==> config.mk <==
export PLATFORM = sky130hd
export DESIGN_NAME = pipeline_hazard_ctrl
export DESIGN_NICKNAME = d
export VERILOG_FILES = /design/src/rtl/mips_pipe_pkg.sv /design/src/rtl/load_use_detect.sv /design/src/rtl/pipeline_hazard_ctrl.sv
export SDC_FILE = /design/constraint.sdc
export NUM_CORES = 1
export LEC_CHECK = 0
export BUFFER_PORTS_ARGS = -buffer_cell sky130_fd_sc_hd__buf_4
export CAP_MARGIN = 20
export CORE_MARGIN = 3
export CORE_UTILIZATION = 45
export CTS_BUF_LIST = sky130_fd_sc_hd__clkbuf_16
export CTS_CLUSTER_SIZE = 24
export DETAILED_ROUTE_END_ITERATION = 10
export GPL_ROUTABILITY_DRIVEN = 1
export PLACE_DENSITY = 0.86
export SYNTH_ARGS = -nofsm -noshare
export SYNTH_HDL_FRONTEND = slang
export SYNTH_SLANG_ARGS = --single-unit
export TNS_END_PERCENT = 1
==> constraint.sdc <==
create_clock -name clk -period 1.55 [get_ports clk]
set_input_delay 0.155 -clock clk [delete_from_list [all_inputs] [get_ports clk]]
set_output_delay 0.155 -clock clk [all_outputs]
set_load 0.1 [all_outputs]
==> src/rtl/mips_pipe_pkg.sv <==
// Shared definitions for the MIPS-32 pipeline hazard controller.
package mips_pipe_pkg;

  // Register-specifier width and the hard-wired zero register.
  localparam int              REG_W    = 5;
  localparam logic [REG_W-1:0] ZERO_REG = '0;

  // Hazard sequencer state encoding, exported as-is on the State port.
  typedef enum logic [1:0] {
    RUN     = 2'd0,
    WAIT    = 2'd1,
    RELEASE = 2'd2
  } state_e;

endpackage

==> src/rtl/load_use_detect.sv <==
// Combinational load-use hazard detector: a load sitting in ID/EX whose
// destination feeds a source operand of the instruction in ID.
module load_use_detect
  import mips_pipe_pkg::*;
(
  input  logic [REG_W-1:0] id_rs_i,
  input  logic [REG_W-1:0] id_rt_i,
  input  logic             id_uses_rt_i,
  input  logic             ex_mem_read_i,
  input  logic [REG_W-1:0] ex_rt_i,
  output logic             lu_o
);

  logic rs_match;
  logic rt_match;

  assign rs_match = (ex_rt_i == id_rs_i);
  // rt only matters when the ID instruction actually reads it as a source.
  assign rt_match = id_uses_rt_i && (ex_rt_i == id_rt_i);
  // Writes to $zero never create a dependency.
  assign lu_o     = ex_mem_read_i && (ex_rt_i != ZERO_REG) && (rs_match || rt_match);

endmodule

==> src/rtl/pipeline_hazard_ctrl.sv <==
// Stall/flush sequencer for the 5-stage pipeline registers: load-use
// bubbles, taken-branch flushes, multicycle data-memory freeze and
// saturating performance counters.
module pipeline_hazard_ctrl
  import mips_pipe_pkg::*;
#(
  parameter int MEM_WAIT = 0,
  parameter int CNT_W    = 16
) (
  input  logic             clk,
  input  logic             reset,
  input  logic [REG_W-1:0] ID_RS,
  input  logic [REG_W-1:0] ID_RT,
  input  logic             ID_UsesRT,
  input  logic             EX_MemRead,
  input  logic [REG_W-1:0] EX_RT,
  input  logic             MEM_Access,
  input  logic             MEM_BranchTaken,
  output logic             PCWrite,
  output logic             IFID_Write,
  output logic             IFID_Flush,
  output logic             IDEX_Write,
  output logic             IDEX_Flush,
  output logic             EXMEM_Write,
  output logic             EXMEM_Flush,
  output logic             MEMWB_Flush,
  output logic [1:0]       State,
  output logic [CNT_W-1:0] StallCycles,
  output logic [CNT_W-1:0] FlushCount
);

  // Wait counter only needs to hold MEM_WAIT-1.
  localparam int              WC_W      = (MEM_WAIT > 1) ? $clog2(MEM_WAIT) : 1;
  localparam logic [WC_W-1:0] WAIT_LOAD = (MEM_WAIT > 0) ? WC_W'(MEM_WAIT - 1) : '0;
  localparam logic            HAS_WAIT  = (MEM_WAIT > 0);

  state_e            state_q, state_d;
  logic [WC_W-1:0]   wait_q, wait_d;
  logic [CNT_W-1:0]  stall_q, flush_q;
  logic              lu;
  logic              freeze_entry;
  logic              frozen;

  load_use_detect u_lu (
    .id_rs_i       (ID_RS),
    .id_rt_i       (ID_RT),
    .id_uses_rt_i  (ID_UsesRT),
    .ex_mem_read_i (EX_MemRead),
    .ex_rt_i       (EX_RT),
    .lu_o          (lu)
  );

  // RELEASE treats the held access as served, so only RUN can start a freeze.
  assign freeze_entry = (state_q == RUN) && MEM_Access && HAS_WAIT;
  assign frozen       = freeze_entry || (state_q == WAIT);

  // Next-state and wait-counter logic for the memory freeze sequence.
  always_comb begin
    state_d = state_q;
    wait_d  = wait_q;
    case (state_q)
      RUN: begin
        if (freeze_entry) begin
          state_d = WAIT;
          wait_d  = WAIT_LOAD;
        end
      end
      WAIT: begin
        if (wait_q == '0) begin
          state_d = RELEASE;
        end else begin
          wait_d = wait_q - 1'b1;
        end
      end
      RELEASE: state_d = RUN;
      default: state_d = RUN;
    endcase
  end

  // Same-cycle pipeline controls: reset, then freeze, then branch, then load-use.
  always_comb begin
    PCWrite     = 1'b1;
    IFID_Write  = 1'b1;
    IFID_Flush  = 1'b0;
    IDEX_Write  = 1'b1;
    IDEX_Flush  = 1'b0;
    EXMEM_Write = 1'b1;
    EXMEM_Flush = 1'b0;
    MEMWB_Flush = 1'b0;
    if (reset) begin
      PCWrite     = 1'b0;
      IFID_Write  = 1'b0;
      IDEX_Write  = 1'b0;
      EXMEM_Write = 1'b0;
      IFID_Flush  = 1'b1;
      IDEX_Flush  = 1'b1;
      EXMEM_Flush = 1'b1;
      MEMWB_Flush = 1'b1;
    end else if (frozen) begin
      PCWrite     = 1'b0;
      IFID_Write  = 1'b0;
      IDEX_Write  = 1'b0;
      EXMEM_Write = 1'b0;
      MEMWB_Flush = 1'b1;
    end else if (MEM_BranchTaken) begin
      IFID_Flush  = 1'b1;
      IDEX_Flush  = 1'b1;
      EXMEM_Flush = 1'b1;
    end else if (lu) begin
      PCWrite     = 1'b0;
      IFID_Write  = 1'b0;
      IDEX_Flush  = 1'b1;
    end
  end

  // State register and wait counter.
  always_ff @(posedge clk or posedge reset) begin
    if (reset) begin
      state_q <= RUN;
      wait_q  <= '0;
    end else begin
      state_q <= state_d;
      wait_q  <= wait_d;
    end
  end

  // Saturating stall-cycle and branch-flush counters.
  always_ff @(posedge clk or posedge reset) begin
    if (reset) begin
      stall_q <= '0;
      flush_q <= '0;
    end else begin
      if (!PCWrite && (stall_q != '1)) begin
        stall_q <= stall_q + 1'b1;
      end
      if (!frozen && MEM_BranchTaken && (flush_q != '1)) begin
        flush_q <= flush_q + 1'b1;
      end
    end
  end

  assign State       = state_q;
  assign StallCycles = stall_q;
  assign FlushCount  = flush_q;

endmodule
======== Word level (Yosys, flattened, before mapping) ========
Cells that the tools add are included.
operators by class
  add/sub/neg operators ................... 3
  mux-type cells .......................... 18
  reduce and logical (&&, ||, !) cells .... 12
  bitwise logic cells ..................... 1
  eq/ne operators ......................... 6
operator list
  operator                                                         number
  16-bit by 1-bit adder with 16-bit output, second input constant  2
  16-bit != test, second input constant                            2
  1-bit two-way mux                                                16
  5-bit == test                                                    2
  1-bit logical AND                                                6
  5-bit nonzero test                                               1
  2-bit one-hot mux with 2 select lines                            1
  2-bit by 1-bit == test with 1-bit output, second input constant  1
  1-bit logical NOT                                                2
  2-bit logical NOT                                                1
  2-bit two-way mux                                                1
  2-bit != test, second input constant                             1
  2-bit AND reduction                                              1
  1-bit logical OR                                                 1
  1-bit inverter                                                   1
  1-bit subtractor, second input constant                          1
storage, ports and cells
  input port bits ......................... 21
  register bits after elaboration ......... 35
  word-level logic and storage cells ...... 44

======== Logic depth before layout (Yosys ltp) ========
  depth after elaboration ................. 10
  depth in mapped cells ................... 7
  depth with buffers taken out ............ 7

======== Cells and area by module ========
Synthesis repeated with hierarchy kept, for this count alone.
second synthesis, totals
  cell total of the unflattened synthesis .. 177
  area total of the unflattened synthesis .. 1,800.5 µm²
by module, submodules not included
  module                instances  seq. area each (µm²)  cells each  area an instance (µm²)
  pipeline_hazard_ctrl  1          800.8                 160         1,667.8
  load_use_detect       1          0.0                   17          132.6

======== Worst setup path before layout ========
No wires, ideal clock.
  path type ............................... register to register
  start ................................... register stall_q[0], in the netlist StallCycles[0]
  end ..................................... register stall_q[1], in the netlist StallCycles[1]
  data required time ...................... 1,422 ps
  slack ................................... -982 ps
  cell stages (with the launch flop) ...... 7
  arrival time ............................ 2,404 ps
  period minus slack after synthesis ...... 2,532 ps
  path through ............................ dfrtp_1 -> ha_1 -> nand3_1 -> nor2b_1 -> a21oi_1 -> a21oi_4 -> mux2_1
on the way
  word-level cells in the longest chain between the ends .. 2
  elaborated cells between the ends (all ways) .. 3
  classes of those cells .................. add/sub (1); eq/ne (1); reduce/logical (1)
RTL lines
  what                                                                              line                         RTL
  start, declared                                                                   pipeline_hazard_ctrl.sv:39   logic [CNT_W-1:0] stall_q, flush_q;
  start signal, assigned                                                            pipeline_hazard_ctrl.sv:134  stall_q <= stall_q + 1'b1;
  branches (longest 2 deep; another with 16-bit by 1-bit adder with 16-bit output)  n/a
Several ways; the timed one is not identified.
A chain may end at the register's enable or synchronous reset.

======== Final worst setup path ========
  start ................................... register stall_q[0], in the netlist StallCycles[0]
  end ..................................... register stall_q[8], in the netlist StallCycles[8]
Same word-level chain as after synthesis.

==> metrics.md <==
| Metric | Value |
|---|---|
| Failing checks | `setup timing` |
| Total Die Area | `4723 um2` |
| CP endpoint kind | `flop` |
| CTS Sinks | `32` |
| Die extent in x | `68.73 um` |
| Final Slew Violations | `0` |
| Status | `finished with violations` |
| Count of final setup violators | `17` |
| Async S/R FF share, synth | `100.0%` |
| Wire per inst | `18.52 um` |
| Total track usage | `25.26%` |
| Worst setup SP type | `flop` |
| Leakage power | `1.352 nW` |
| Layout cells sized above 1 | `63.35%` |
| Final WL | `6093 um` |
| EDFF count, synth | `0` |
| Max VDD drop | `2.062 mV` |
| Worst R2R End | `StallCycles[8]$_DFFE_PP0P_` |
| Prevailing post-synth register cell | `dfrtp_1` |
| Int Pwr | `0.002897 W` |
| Commonest non-fill, non-tap cell in the layout | `buf_4` |
| RR Startpoint | `StallCycles[0]$_DFFE_PP0P_` |
| Core ar. | `3716 um2` |
| Worst hold path type | `in2async` |
| Worst Clk Skew | `6.423 ps` |
| Gpl congestion | `0.7657` |
| Detailed Route Iter0 Violations | `139` |
| Final WS setup | `-162.4 ps` |
| Dpl hpwl | `3355 um` |
| Yosys reg bits | `32` |
| Clock transition at path regs | `60 ps` |
| Vias in the first global route | `1769` |
| Largest net degree at the start of global routing | `24` |
| Synth Cell Area | `1770 um2` |
| NumNets Final | `303` |
| Final min period | `1712 ps` |
| Filler instances | `203` |
| Critical path class | `reg2reg` |
| Achievable Freq | `584.0 MHz` |
| First-pass GRT wire length | `8521 um` |
| Yosys Warn Count | `0` |
| Seq/Total Area, Yosys | `45.23%` |
| Port buffer count | `59` |
| Final ANT Viol Nets | `0` |
| Dpl cells | `318` |
| Pre-Repair DR Iteration Count | `4` |
| DP Worst Slack | `-266.7 ps` |
| Initial core utilization | `47.64%` |
| Fin. Hold Viols | `0` |
| Area Growth Syn to Fin | `71.52%` |
| H-tree depth | `2` |
| Combinational share of power | `59.3%` |
| Net Sw Power | `0.003167 W` |
| # rows | `22` |
| Num CTS Buffers | `5` |
| Syn Inst Count | `170` |
| # DRC | `0` |
| # Max-Cap Violations | `0` |
| Die Y | `68.73 um` |
| CTS tree | `built` |
| Max Buffers Root-to-Sink | `2` |
| Num ports | `63` |
| Ant diodes | `0` |
| Vias | `1781` |
| Sw Share | `52.23%` |
| Layout Cells excl Fill | `329` |
| Final period utilization | `110.5%` |
| Synthesized area per cell | `10.41 um2` |
| Critical Path RT | `1710 ps` |
| Insertion delay of the later-clocked pin in the worst-skew pair | `290 ps` |
| Initial antenna violation count | `0` |
| CTS root buf | `clkbuf_16` |
| DR vias/cell | `5.413` |
| Reg2reg path depth | `7` |
| Seq pwr share | `22.0%` |
| Synth cell types | `35` |
| Post-Route Setup TNS | `-1533 ps` |
| CP arrival | `1870 ps` |
| RSZ-0062 raised after global routing | `yes` |
| Register area | `848.3 um2` |
| Power per cell area | `1997 nW/um2` |
| Max Fanout on Critical Path | `3` |
| Commonest non-fill, non-tap cells in the layout | `102 x buf_4, 23 x dfrtp_2, 19 x xnor2_1` |
| Slack of the worst reg-to-reg path | `-160 ps` |
| Area of the multi-input gates | `1092 um2` |
| Clk pwr share | `18.7%` |
| GRT Residual Overflow | `0` |
==> worst max path at each step <==
| stage | startpoint | endpoint | slack (ps) | cells past startpoint |
|---|---|---|---|---|
| 2_1_floorplan | EX_RT[1] | StallCycles[14]$_DFFE_PP0P_ | -520 | 6 |
| 3_3_place_gp | EX_RT[1] | StallCycles[1]$_DFFE_PP0P_ | -220 | 6 |
| 3_5_place_dp | EX_RT[1] | StallCycles[1]$_DFFE_PP0P_ | -270 | 6 |
| 4_1_cts | EX_RT[4] | PCWrite | -150 | 6 |
| 5_1_grt | StallCycles[12]$_DFFE_PP0P_ | StallCycles[1]$_DFFE_PP0P_ | -200 | 5 |
| 6_report | StallCycles[0]$_DFFE_PP0P_ | StallCycles[8]$_DFFE_PP0P_ | -160 | 7 |
==> per-layer routing <==
layer	part of all wire (%)	GRT usage (%)	wire length (um)
met1	38	29.20	2324
met2	50	42.43	3064
met3	6.3	6.807	385
met4	5.2	13.38	319
met5	0	0	0
==> power groups by stage <==
stage          clock network (W)  logic [W]  registers [W]
2_1_floorplan                  0   0.000558        0.00311
3_3_place_gp                   0    0.00333        0.00128
3_5_place_dp                   0    0.00336        0.00129
4_1_cts                  0.00112    0.00349        0.00132
5_1_grt                  0.00118    0.00373        0.00136
6_report                 0.00113    0.00360        0.00134
==> cells in the mapped netlist, types with 2 or more instances <==
master,count,area share [%]
nand2_1,14,3.0
nand2b_1,3,1.1
and3_1,5,1.8
xor2_1,16,7.9
nand3_1,13,3.7
a21oi_1,3,0.85
dfrtp_1,32,45
buf_4,6,2.5
and4_1,4,2.0
nor3_1,6,1.7
inv_1,3,0.64
nor2_1,13,2.8
xnor2_1,21,10
ha_1,2,1.4
a21oi_4,2,1.8
nand4_1,8,2.8
==> state kept, by name, indices dropped and copies added, names as in the netlist <==
register     flops
StallCycles     16
FlushCount      16
==> cell families (layout without fill, tap and decap cells) <==
| group | after synthesis | count (layout) | share of synthesized area (%) |
|---|---|---|---|
| buf+inv | 9 | 119 | 3.180 |
| mux | 3 | 3 | 1.837 |
| simple gates | 73 | 73 | 21.84 |
| fa+ha+maj | 2 | 2 | 1.413 |
| flops | 32 | 32 | 45.23 |
| compound gates | 13 | 13 | 7.986 |
| xor+xnor | 37 | 37 | 18.30 |
| other cells | 1 | 2 | 0.2118 |
==> critical path, stage by stage, from the launching register on <==
cell,delay (ps)
dfrtp_4,430
ha_4,150
nand3_4,110
buf_4,180
nand2b_1,200
buf_4,170
nor3_1,230
a21oi_1,120
==> through the flow <==
stage               util [%]  cell area, um2  total power, W  hold slack [ps]
floorplan                  -            1833        0.003667            270.4
global route           81.72            3037        0.006264            75.83
detailed placement     70.74            2629        0.004652            242.2
global placement       70.74            2629        0.004612            237.9
finish                 81.72            3037        0.006064            51.07
CTS                    79.19            2943        0.005929            32.05
==> final cells by class <==
cell class	count	area share, %
Timing Repair Buffer	108	28.22
Tap cell	48	1.978
Clock buffer	5	4.120
Inverter	3	0.4944
Sequential cell	32	27.94
Multi-Input combinational cell	130	35.97
Clock inverter	3	1.277
==> timing repair <==
| item | 4_1_cts | 5_1_grt |
|---|---|---|
| hold endpoints to repair | 10 | 0 |
| pin swaps | 13 | 8 |
| setup endpoints to repair | 18 | 23 |
| hold buffers | 1 | 0 |
| setup buffers | 2 | 0 |
| gates resized for setup | 28 | 17 |
Power figures use the tool's default switching activity.
